## config.mk

```make
export PLATFORM = sky130hd
export DESIGN_NAME = neuron_par
export DESIGN_NICKNAME = d
export VERILOG_FILES = /design/src/rtl/nn_pkg.sv /design/src/rtl/neuron_wmem.sv /design/src/rtl/neuron_par.sv
export SDC_FILE = /design/constraint.sdc
export NUM_CORES = 2
export LEC_CHECK = 0
export BUFFER_PORTS_ARGS = -buffer_cell sky130_fd_sc_hd__buf_4
export CELL_PAD_IN_SITES_DETAIL_PLACEMENT = 1
export CELL_PAD_IN_SITES_GLOBAL_PLACEMENT = 2
export CORE_MARGIN = 5
export CORE_UTILIZATION = 46
export DETAILED_ROUTE_END_ITERATION = 6
export PLACE_DENSITY_LB_ADDON = 0.08
export SETUP_SLACK_MARGIN = 0.2
export SYNTH_ARGS = -nofsm -noshare
export SYNTH_HDL_FRONTEND = slang
export SYNTH_HIERARCHICAL = 1
export SYNTH_SLANG_ARGS = --single-unit
```

## constraint.sdc

```tcl
create_clock -name clk -period 20.2 [get_ports clk]
set_clock_uncertainty 0.15 [all_clocks]
set_input_delay 1.01 -clock clk [delete_from_list [all_inputs] [get_ports clk]]
set_output_delay 1.01 -clock clk [all_outputs]
set_load 0.01 [all_outputs]
```

## src/rtl/nn_pkg.sv

```systemverilog
// rtl/nn_pkg.sv - shared types and saturating arithmetic helpers for the FNN neurons
package nn_pkg;

    typedef enum logic {
        ACT_IDENT = 1'b0,
        ACT_RELU  = 1'b1
    } act_e;

    typedef enum logic [2:0] {
        ST_IDLE,
        ST_ACCUM,
        ST_DRAIN,
        ST_FINAL,
        ST_OUT
    } state_e;

    localparam int SAT_MAXW = 64;
    localparam logic signed [SAT_MAXW-1:0] SAT_ONE = 1;

    function automatic int acc_width(input int data_w);
        return 2 * data_w;
    endfunction

    // Operands are sign-extended to SAT_MAXW; the result saturates to w bits.
    function automatic logic signed [SAT_MAXW-1:0] sat_add(
        input logic signed [SAT_MAXW-1:0] a,
        input logic signed [SAT_MAXW-1:0] b,
        input int w
    );
        logic signed [SAT_MAXW:0] s;
        logic signed [SAT_MAXW:0] mx;
        logic signed [SAT_MAXW:0] mn;
        s  = {a[SAT_MAXW-1], a} + {b[SAT_MAXW-1], b};
        mx = ((SAT_MAXW+1)'(SAT_ONE) <<< (w - 1)) - (SAT_MAXW+1)'(SAT_ONE);
        mn = ~mx;
        if (s > mx) begin
            return mx[SAT_MAXW-1:0];
        end
        if (s < mn) begin
            return mn[SAT_MAXW-1:0];
        end
        return s[SAT_MAXW-1:0];
    endfunction

    function automatic logic signed [SAT_MAXW-1:0] sat_clip(
        input logic signed [SAT_MAXW-1:0] a,
        input int w
    );
        logic signed [SAT_MAXW-1:0] mx;
        logic signed [SAT_MAXW-1:0] mn;
        mx = (SAT_ONE <<< (w - 1)) - SAT_ONE;
        mn = ~mx;
        if (a > mx) begin
            return mx;
        end
        if (a < mn) begin
            return mn;
        end
        return a;
    endfunction

endpackage

```

## src/rtl/neuron_wmem.sv

```systemverilog
// rtl/neuron_wmem.sv - banked weight memory, one bank per lane, common synchronous read row
module neuron_wmem #(
    parameter int DATA_W = 16,
    parameter int LANES  = 2,
    parameter int BEATS  = 5,
    parameter int LW     = (LANES > 1) ? $clog2(LANES) : 1,
    parameter int BW     = (BEATS > 1) ? $clog2(BEATS) : 1
) (
    input  logic                      clk,
    input  logic                      i_wr_en,
    input  logic [LW-1:0]             i_wr_bank,
    input  logic [BW-1:0]             i_wr_row,
    input  logic [DATA_W-1:0]         i_wr_data,
    input  logic                      i_rd_en,
    input  logic [BW-1:0]             i_rd_row,
    output logic [LANES*DATA_W-1:0]   o_rd_data
);

    for (genvar b = 0; b < LANES; b++) begin : g_bank
        logic [DATA_W-1:0] r_mem [BEATS];
        logic [DATA_W-1:0] r_q;

        always_ff @(posedge clk) begin
            if (i_wr_en && (i_wr_bank == LW'(b))) begin
                r_mem[i_wr_row] <= i_wr_data;
            end
            if (i_rd_en) begin
                r_q <= r_mem[i_rd_row];
            end
        end

        assign o_rd_data[b*DATA_W +: DATA_W] = r_q;
    end

endmodule

```

## src/rtl/neuron_par.sv

```systemverilog
// rtl/neuron_par.sv - multi-lane saturating MAC neuron with loadable weights/bias and ReLU/identity output
module neuron_par
    import nn_pkg::*;
#(
    parameter int DATA_W     = 16,
    parameter int INT_W      = 1,
    parameter int NUM_WEIGHT = 10,
    parameter int LANES      = 2,
    parameter int LAYER_ID   = 1,
    parameter int NEURON_ID  = 0
) (
    input  logic                    clk,
    input  logic                    rst,
    input  logic [31:0]             cfg_layer_num,
    input  logic [31:0]             cfg_neuron_num,
    input  logic                    weight_valid,
    input  logic [31:0]             weight_value,
    input  logic                    bias_valid,
    input  logic [31:0]             bias_value,
    input  logic                    act_sel,
    input  logic                    in_valid,
    output logic                    in_ready,
    input  logic [LANES*DATA_W-1:0] in_data,
    output logic                    out_valid,
    input  logic                    out_ready,
    output logic [DATA_W-1:0]       out_data,
    output logic                    load_err
);

    localparam int FRAC  = DATA_W - INT_W;
    localparam int BEATS = NUM_WEIGHT / LANES;
    localparam int ACC_W = acc_width(DATA_W);
    localparam int PW    = 2 * DATA_W;
    localparam int LSW   = PW + $clog2(LANES);
    localparam int LW    = (LANES > 1) ? $clog2(LANES) : 1;
    localparam int BW    = (BEATS > 1) ? $clog2(BEATS) : 1;

    if ((NUM_WEIGHT % LANES) != 0) begin : g_bad_lanes
        $error("neuron_par: NUM_WEIGHT must be a multiple of LANES");
    end
    if (LSW > SAT_MAXW) begin : g_bad_width
        $error("neuron_par: DATA_W too wide for the saturation helpers");
    end

    state_e                    r_state;
    state_e                    w_next;
    logic                      w_in_ready;
    logic                      w_accept;
    logic                      w_out_hs;
    logic [BW-1:0]             r_cnt;
    act_e                      r_act;

    logic                      w_cfg_hit;
    logic                      w_wr_en;
    logic [LW-1:0]             r_wp_bank;
    logic [BW-1:0]             r_wp_row;
    logic signed [DATA_W-1:0]  r_bias;
    logic                      r_load_err;

    logic [LANES*DATA_W-1:0]   w_rd_data;
    logic [LANES*DATA_W-1:0]   r_x;
    logic                      r_s0_v;
    logic                      r_s1_v;
    logic signed [PW-1:0]      w_prod [LANES];
    logic signed [PW-1:0]      r_prod [LANES];
    logic signed [LSW-1:0]     w_lane_sum;
    logic signed [ACC_W-1:0]   r_acc;
    logic signed [ACC_W-1:0]   w_acc_next;

    logic signed [SAT_MAXW-1:0] w_biased;
    logic signed [SAT_MAXW-1:0] w_shift;
    logic signed [DATA_W-1:0]   w_clip;
    logic [DATA_W-1:0]          w_act_res;
    logic [DATA_W-1:0]          r_out;
    logic                       w_unused;

    assign w_unused  = &{1'b0, weight_value[31:DATA_W], bias_value[31:DATA_W]};

    assign w_accept  = in_valid && w_in_ready;
    assign w_out_hs  = (r_state == ST_OUT) && out_ready;
    assign w_cfg_hit = (cfg_layer_num == 32'(LAYER_ID)) && (cfg_neuron_num == 32'(NEURON_ID));
    assign w_wr_en   = weight_valid && w_cfg_hit && (r_state == ST_IDLE);

    always_ff @(posedge clk or posedge rst) begin
        if (rst) begin
            r_state <= ST_IDLE;
        end else begin
            r_state <= w_next;
        end
    end

    always_comb begin
        w_next     = r_state;
        w_in_ready = 1'b0;
        case (r_state)
            ST_IDLE: begin
                w_in_ready = 1'b1;
                if (in_valid) begin
                    w_next = (BEATS == 1) ? ST_DRAIN : ST_ACCUM;
                end
            end
            ST_ACCUM: begin
                w_in_ready = 1'b1;
                if (in_valid && (r_cnt == BW'(BEATS - 1))) begin
                    w_next = ST_DRAIN;
                end
            end
            ST_DRAIN: begin
                if (!r_s0_v && !r_s1_v) begin
                    w_next = ST_FINAL;
                end
            end
            ST_FINAL: w_next = ST_OUT;
            ST_OUT: begin
                if (out_ready) begin
                    w_next = ST_IDLE;
                end
            end
            default: w_next = ST_IDLE;
        endcase
    end

    // r_cnt is the row of the beat being accepted; it sits at 0 outside a vector.
    always_ff @(posedge clk or posedge rst) begin
        if (rst) begin
            r_cnt <= '0;
            r_act <= ACT_IDENT;
        end else if (w_accept) begin
            r_cnt <= (w_next == ST_DRAIN) ? '0 : r_cnt + 1'b1;
            if (r_state == ST_IDLE) begin
                r_act <= act_e'(act_sel);
            end
        end
    end

    always_ff @(posedge clk or posedge rst) begin
        if (rst) begin
            r_wp_bank  <= '0;
            r_wp_row   <= '0;
            r_bias     <= '0;
            r_load_err <= 1'b0;
        end else begin
            if (w_wr_en) begin
                if (r_wp_bank == LW'(LANES - 1)) begin
                    r_wp_bank <= '0;
                    r_wp_row  <= (r_wp_row == BW'(BEATS - 1)) ? '0 : r_wp_row + 1'b1;
                end else begin
                    r_wp_bank <= r_wp_bank + 1'b1;
                end
            end
            if (bias_valid && w_cfg_hit && (r_state == ST_IDLE)) begin
                r_bias <= bias_value[DATA_W-1:0];
            end
            if ((weight_valid || bias_valid) && w_cfg_hit && (r_state != ST_IDLE)) begin
                r_load_err <= 1'b1;
            end
        end
    end

    neuron_wmem #(
        .DATA_W (DATA_W),
        .LANES  (LANES),
        .BEATS  (BEATS),
        .LW     (LW),
        .BW     (BW)
    ) u_wmem (
        .clk       (clk),
        .i_wr_en   (w_wr_en),
        .i_wr_bank (r_wp_bank),
        .i_wr_row  (r_wp_row),
        .i_wr_data (weight_value[DATA_W-1:0]),
        .i_rd_en   (w_accept),
        .i_rd_row  (r_cnt),
        .o_rd_data (w_rd_data)
    );

    always_comb begin
        w_lane_sum = '0;
        for (int k = 0; k < LANES; k++) begin
            w_prod[k]  = PW'($signed(r_x[k*DATA_W +: DATA_W])) *
                         PW'($signed(w_rd_data[k*DATA_W +: DATA_W]));
            w_lane_sum = w_lane_sum + LSW'(r_prod[k]);
        end
        w_acc_next = ACC_W'(sat_add(SAT_MAXW'(r_acc), SAT_MAXW'(w_lane_sum), ACC_W));
    end

    // Three stages: bank read + input capture, product, accumulate.
    always_ff @(posedge clk or posedge rst) begin
        if (rst) begin
            r_s0_v <= 1'b0;
            r_s1_v <= 1'b0;
            r_x    <= '0;
            r_acc  <= '0;
            for (int k = 0; k < LANES; k++) begin
                r_prod[k] <= '0;
            end
        end else begin
            r_s0_v <= w_accept;
            r_s1_v <= r_s0_v;
            if (w_accept) begin
                r_x <= in_data;
            end
            if (r_s0_v) begin
                for (int k = 0; k < LANES; k++) begin
                    r_prod[k] <= w_prod[k];
                end
            end
            if (w_out_hs) begin
                r_acc <= '0;
            end else if (r_s1_v) begin
                r_acc <= w_acc_next;
            end
        end
    end

    always_comb begin
        w_biased  = sat_add(SAT_MAXW'(r_acc), SAT_MAXW'(r_bias) <<< FRAC, ACC_W);
        w_shift   = w_biased >>> FRAC;
        w_clip    = DATA_W'(sat_clip(w_shift, DATA_W));
        w_act_res = ((r_act == ACT_RELU) && w_clip[DATA_W-1]) ? '0 : w_clip;
    end

    always_ff @(posedge clk or posedge rst) begin
        if (rst) begin
            r_out <= '0;
        end else if (r_state == ST_FINAL) begin
            r_out <= w_act_res;
        end
    end

    assign in_ready  = w_in_ready;
    assign out_valid = (r_state == ST_OUT);
    assign out_data  = r_out;
    assign load_err  = r_load_err;

endmodule

```

==> impl_metrics.yaml <==
status:
  outcome: "finished, final reports clean"
clock_tree:
  root_buffer: "clkbuf_16"
  cts_tree: "built"
  post_cts_buffers: 0
  h-tree-depth: 2
  path_clk_slew_ns: 0.06
  cts_buffer_depth: 3
  clock_latency_ns: 0.60
  cts.sinks: 366
  postCtsHoldBufs: 0
  cts_resized: 0
  numCtsBuffers: 46
routing:
  drt-pass1-iter-count: 5
  post_drt_wl_per_cell_um: 21.5
  vias_per_cell: 5.36
  drt_wl_total_um: 99600
  drtIter0Drc: 1079
  drc: 0
  vias: 24781
  antenna_left: 0
logic_synthesis:
  synth-edff-count: 192
  ys.flop_type: "edfxtp_1"
  synth_xor_area_share_pct: 2.66
  synth_compound_area_share_pct: 7.88
  synthTopCellsByArea: "fa_1, edfxtp_1, dfrtp_1"
  yosys_warnings: 6
  syn_area_per_cell_um2: 10.6
  muxShareOfSynthArea_pct: 3.23
  ys_async_sr_fraction_pct: 47.5
  synth_fa_ha_area_share_pct: 38.0
  synthCells: 3430
  synth.distinct_cells: 81
  synth_commonest_cells: "inv_1, fa_1, nand2_1, ha_1, and2_1"
  post-synth-top-count-cell: "inv_1"
  synth_largest_area_cell: "fa_1"
  synth_seq_cells: 366
  yosysSeqAreaShare_pct: 27.7
  synth-simple-area-share_pct: 12.6
  synth_top_family_by_area: "adder cells"
  synth_top_area_share_pct: 30.6
  synth_area_mm2: 0.0365
  synth_nets: 4372
placement:
  dp_hpwl_um: 76600
  port_buffers: 153
  routabilityCongestion: 0.862
critical_path:
  reg2reg_to: "r_prod[63]"
  worst_path_max_delay_cell: "fa_1"
  crit_top_cell: "fa_1"
  crit_arrival_ns: 8.03
  start_kind: "flip-flop"
  r2r-start: "u_wmem/g_bank[0].r_q[1]"
  r2r_slack_ns: 12.49
  max_stage_delay_ns: 0.93
  cp_cell_sequence: "nand2_1 > inv_1 > fa_1 > fa_1 > inv_1 > fa_1 > inv_1 > fa_1 > inv_1 > fa_1 > fa_1 > inv_1 > ha_1 > o21ai_0 > a21o_1 > o221ai_1 > o41ai_1 > o211ai_1 > a21oi_1 > xnor2_1 > mux2_2"
  critPathKind: "reg -> reg"
  r2r_cells: 21
  crit_path_end_kind: "flip-flop"
  path_max_fanout: 16
  required_ns: 20.52
cells_and_area:
  drive_above_1_share_pct: 10.6
  diodes: 0
  fillers: 8618
  final_net_count: 4477
  regArea_mm2: 0.0101
  multiInputGateArea_mm2: 0.0236
  areaGrowthSynthToFinish_pct: 10.2
sta:
  maxSlewViolCount: 0
  rsz0062_at_grt: "no"
  timing.fmax_ghz: 0.130
  whs_ns: 0.307
  slew_headroom_pct: 25.7
  finalCritPeriodShare_pct: 38.2
  fin_crit_ns: 7.71
  finalSetupTns_ns: 0
  hold_viol_final: 0
  worst_pin_slew_ns: 1.11
  setup_viol: 0
grt:
  antenna_found_initial: 2
  grt_most_used_layer: "met2"
  grtUsageTotal_pct: 23.7
  grt_pass1_vias: 28526
  grt_util_met1_pct: 31.9
  grtUsageMet2_pct: 41.8
  grt_pass1_wl_um: 160000
  grt_use_met3_pct: 2.44
  grt_max_degree: 86
  gr-total-overflow: 0
floorplanning:
  die_w_um: 292
  design.die.area_mm2: 0.0851
  top_level_ports: 186
  die_h_um: 292
  core-area_mm2: 0.0789
  initial_core_util_pct: 46.3
  placementRows: 103
worst_hold_path:
  hold_depth: 1
  min_to: "load_err"
  hold_class: "reg -> reg"
  hold_start: "load_err"
flow_run:
  maxCapViolations: 0
how the worst max path moves through the flow:
stage | start | end | slack [ns]
final | u_wmem/g_bank[0].r_q[1] | r_prod[63] | 12.49
after global routing | u_wmem/g_bank[0].r_q[1] | r_prod[63] | 11.90
after CTS | u_wmem/g_bank[0].r_q[1] | r_prod[63] | 12.43
after detailed placement | u_wmem/g_bank[0].r_q[1] | r_prod[63] | 12.51
after global placement | u_wmem/g_bank[0].r_q[1] | r_prod[63] | 12.63
after floorplan | r_x[15] | r_prod[63] | 13.50
sequential cells by signal (all words and copies together) (netlist names):
signal               count
u_wmem/g_bank.r_mem    160
r_prod                  64
r_acc                   32
r_x                     32
u_wmem/g_bank.r_q       32
out_data                16
r_bias                  16
r_cnt                    3
r_state                  3
r_wp_row                 3
load_err                 1
r_act                    1
r_s0_v                   1
r_s1_v                   1
r_wp_bank                1
cell families after synthesis:
family / Yosys count
AOI/OAI and AO/OA: 392
xor gates and xnor gates: 111
adders and majority gates: 775
buffers and inverters: 736
DFF: 366
muxes: 109
and+or+nand+nor: 941
layout make-up:
type	instances	area share, %
Inverter	617	5.77
Timing Repair Buffer	176	3.28
Multi-Input combinational cell	2328	58.6
Sequential cell	366	25.2
Clock inverter	30	0.942
Clock buffer	55	2.99
Tap cell	1050	3.26
placed cells by master, fill, tap and decap left out, drive strengths merged, types with 30 or more instances in the layout:
master  netlist  layout
a211oi       41      41
a21o         46      46
a21oi        83      83
a221oi       34      34
and2        212     212
buf          29     176
clkbuf       90      55
dfrtp       174     174
edfxtp      192     192
fa          558     558
ha          217     217
inv         616     622
mux2         72      72
mux2i        37      37
nand2       421     421
nand2b       42      42
nor2         97      97
nor2b        46      46
nor4         30      30
o21ai        65      65
xnor2        85      85
metrics by stage:
| step | cells | util (%) | area [µm²] | setup slack, ns |
|---|---|---|---|---|
| floorplan | 3430 | - | 36500 | 13.50 |
| CTS | 4622 | 51.0 | 40200 | 12.43 |
| finish | 4622 | 51.0 | 40200 | 12.49 |
| detailed placement | 4537 | 49.0 | 38700 | 12.51 |
| global route | 4622 | 51.0 | 40200 | 11.90 |
| global placement | 4537 | 49.0 | 38700 | 12.63 |
routing by layer:
metal	vias up	routed length, µm
met5	-	13
met3	125	2910
met2	357	50400
met4	2	2380
li1	11242	-
met1	13055	43900
worst max-delay path: cells and delay by family (launching register included):
kind,cells,cell delay [ns]
multiplexers,1,0.26
flip-flops,1,0.91
XOR/XNOR,1,0.08
AND/OR/NAND/NOR,1,0.21
buffers and inverters,5,0.46
AO/OA/AOI/OAI,6,1.53
adder cells (fa/ha/maj),7,3.95
Power is left out: the tool's default activity adds up to more than one toggle a clock period on the data nets, which glitch-free logic cannot reach.
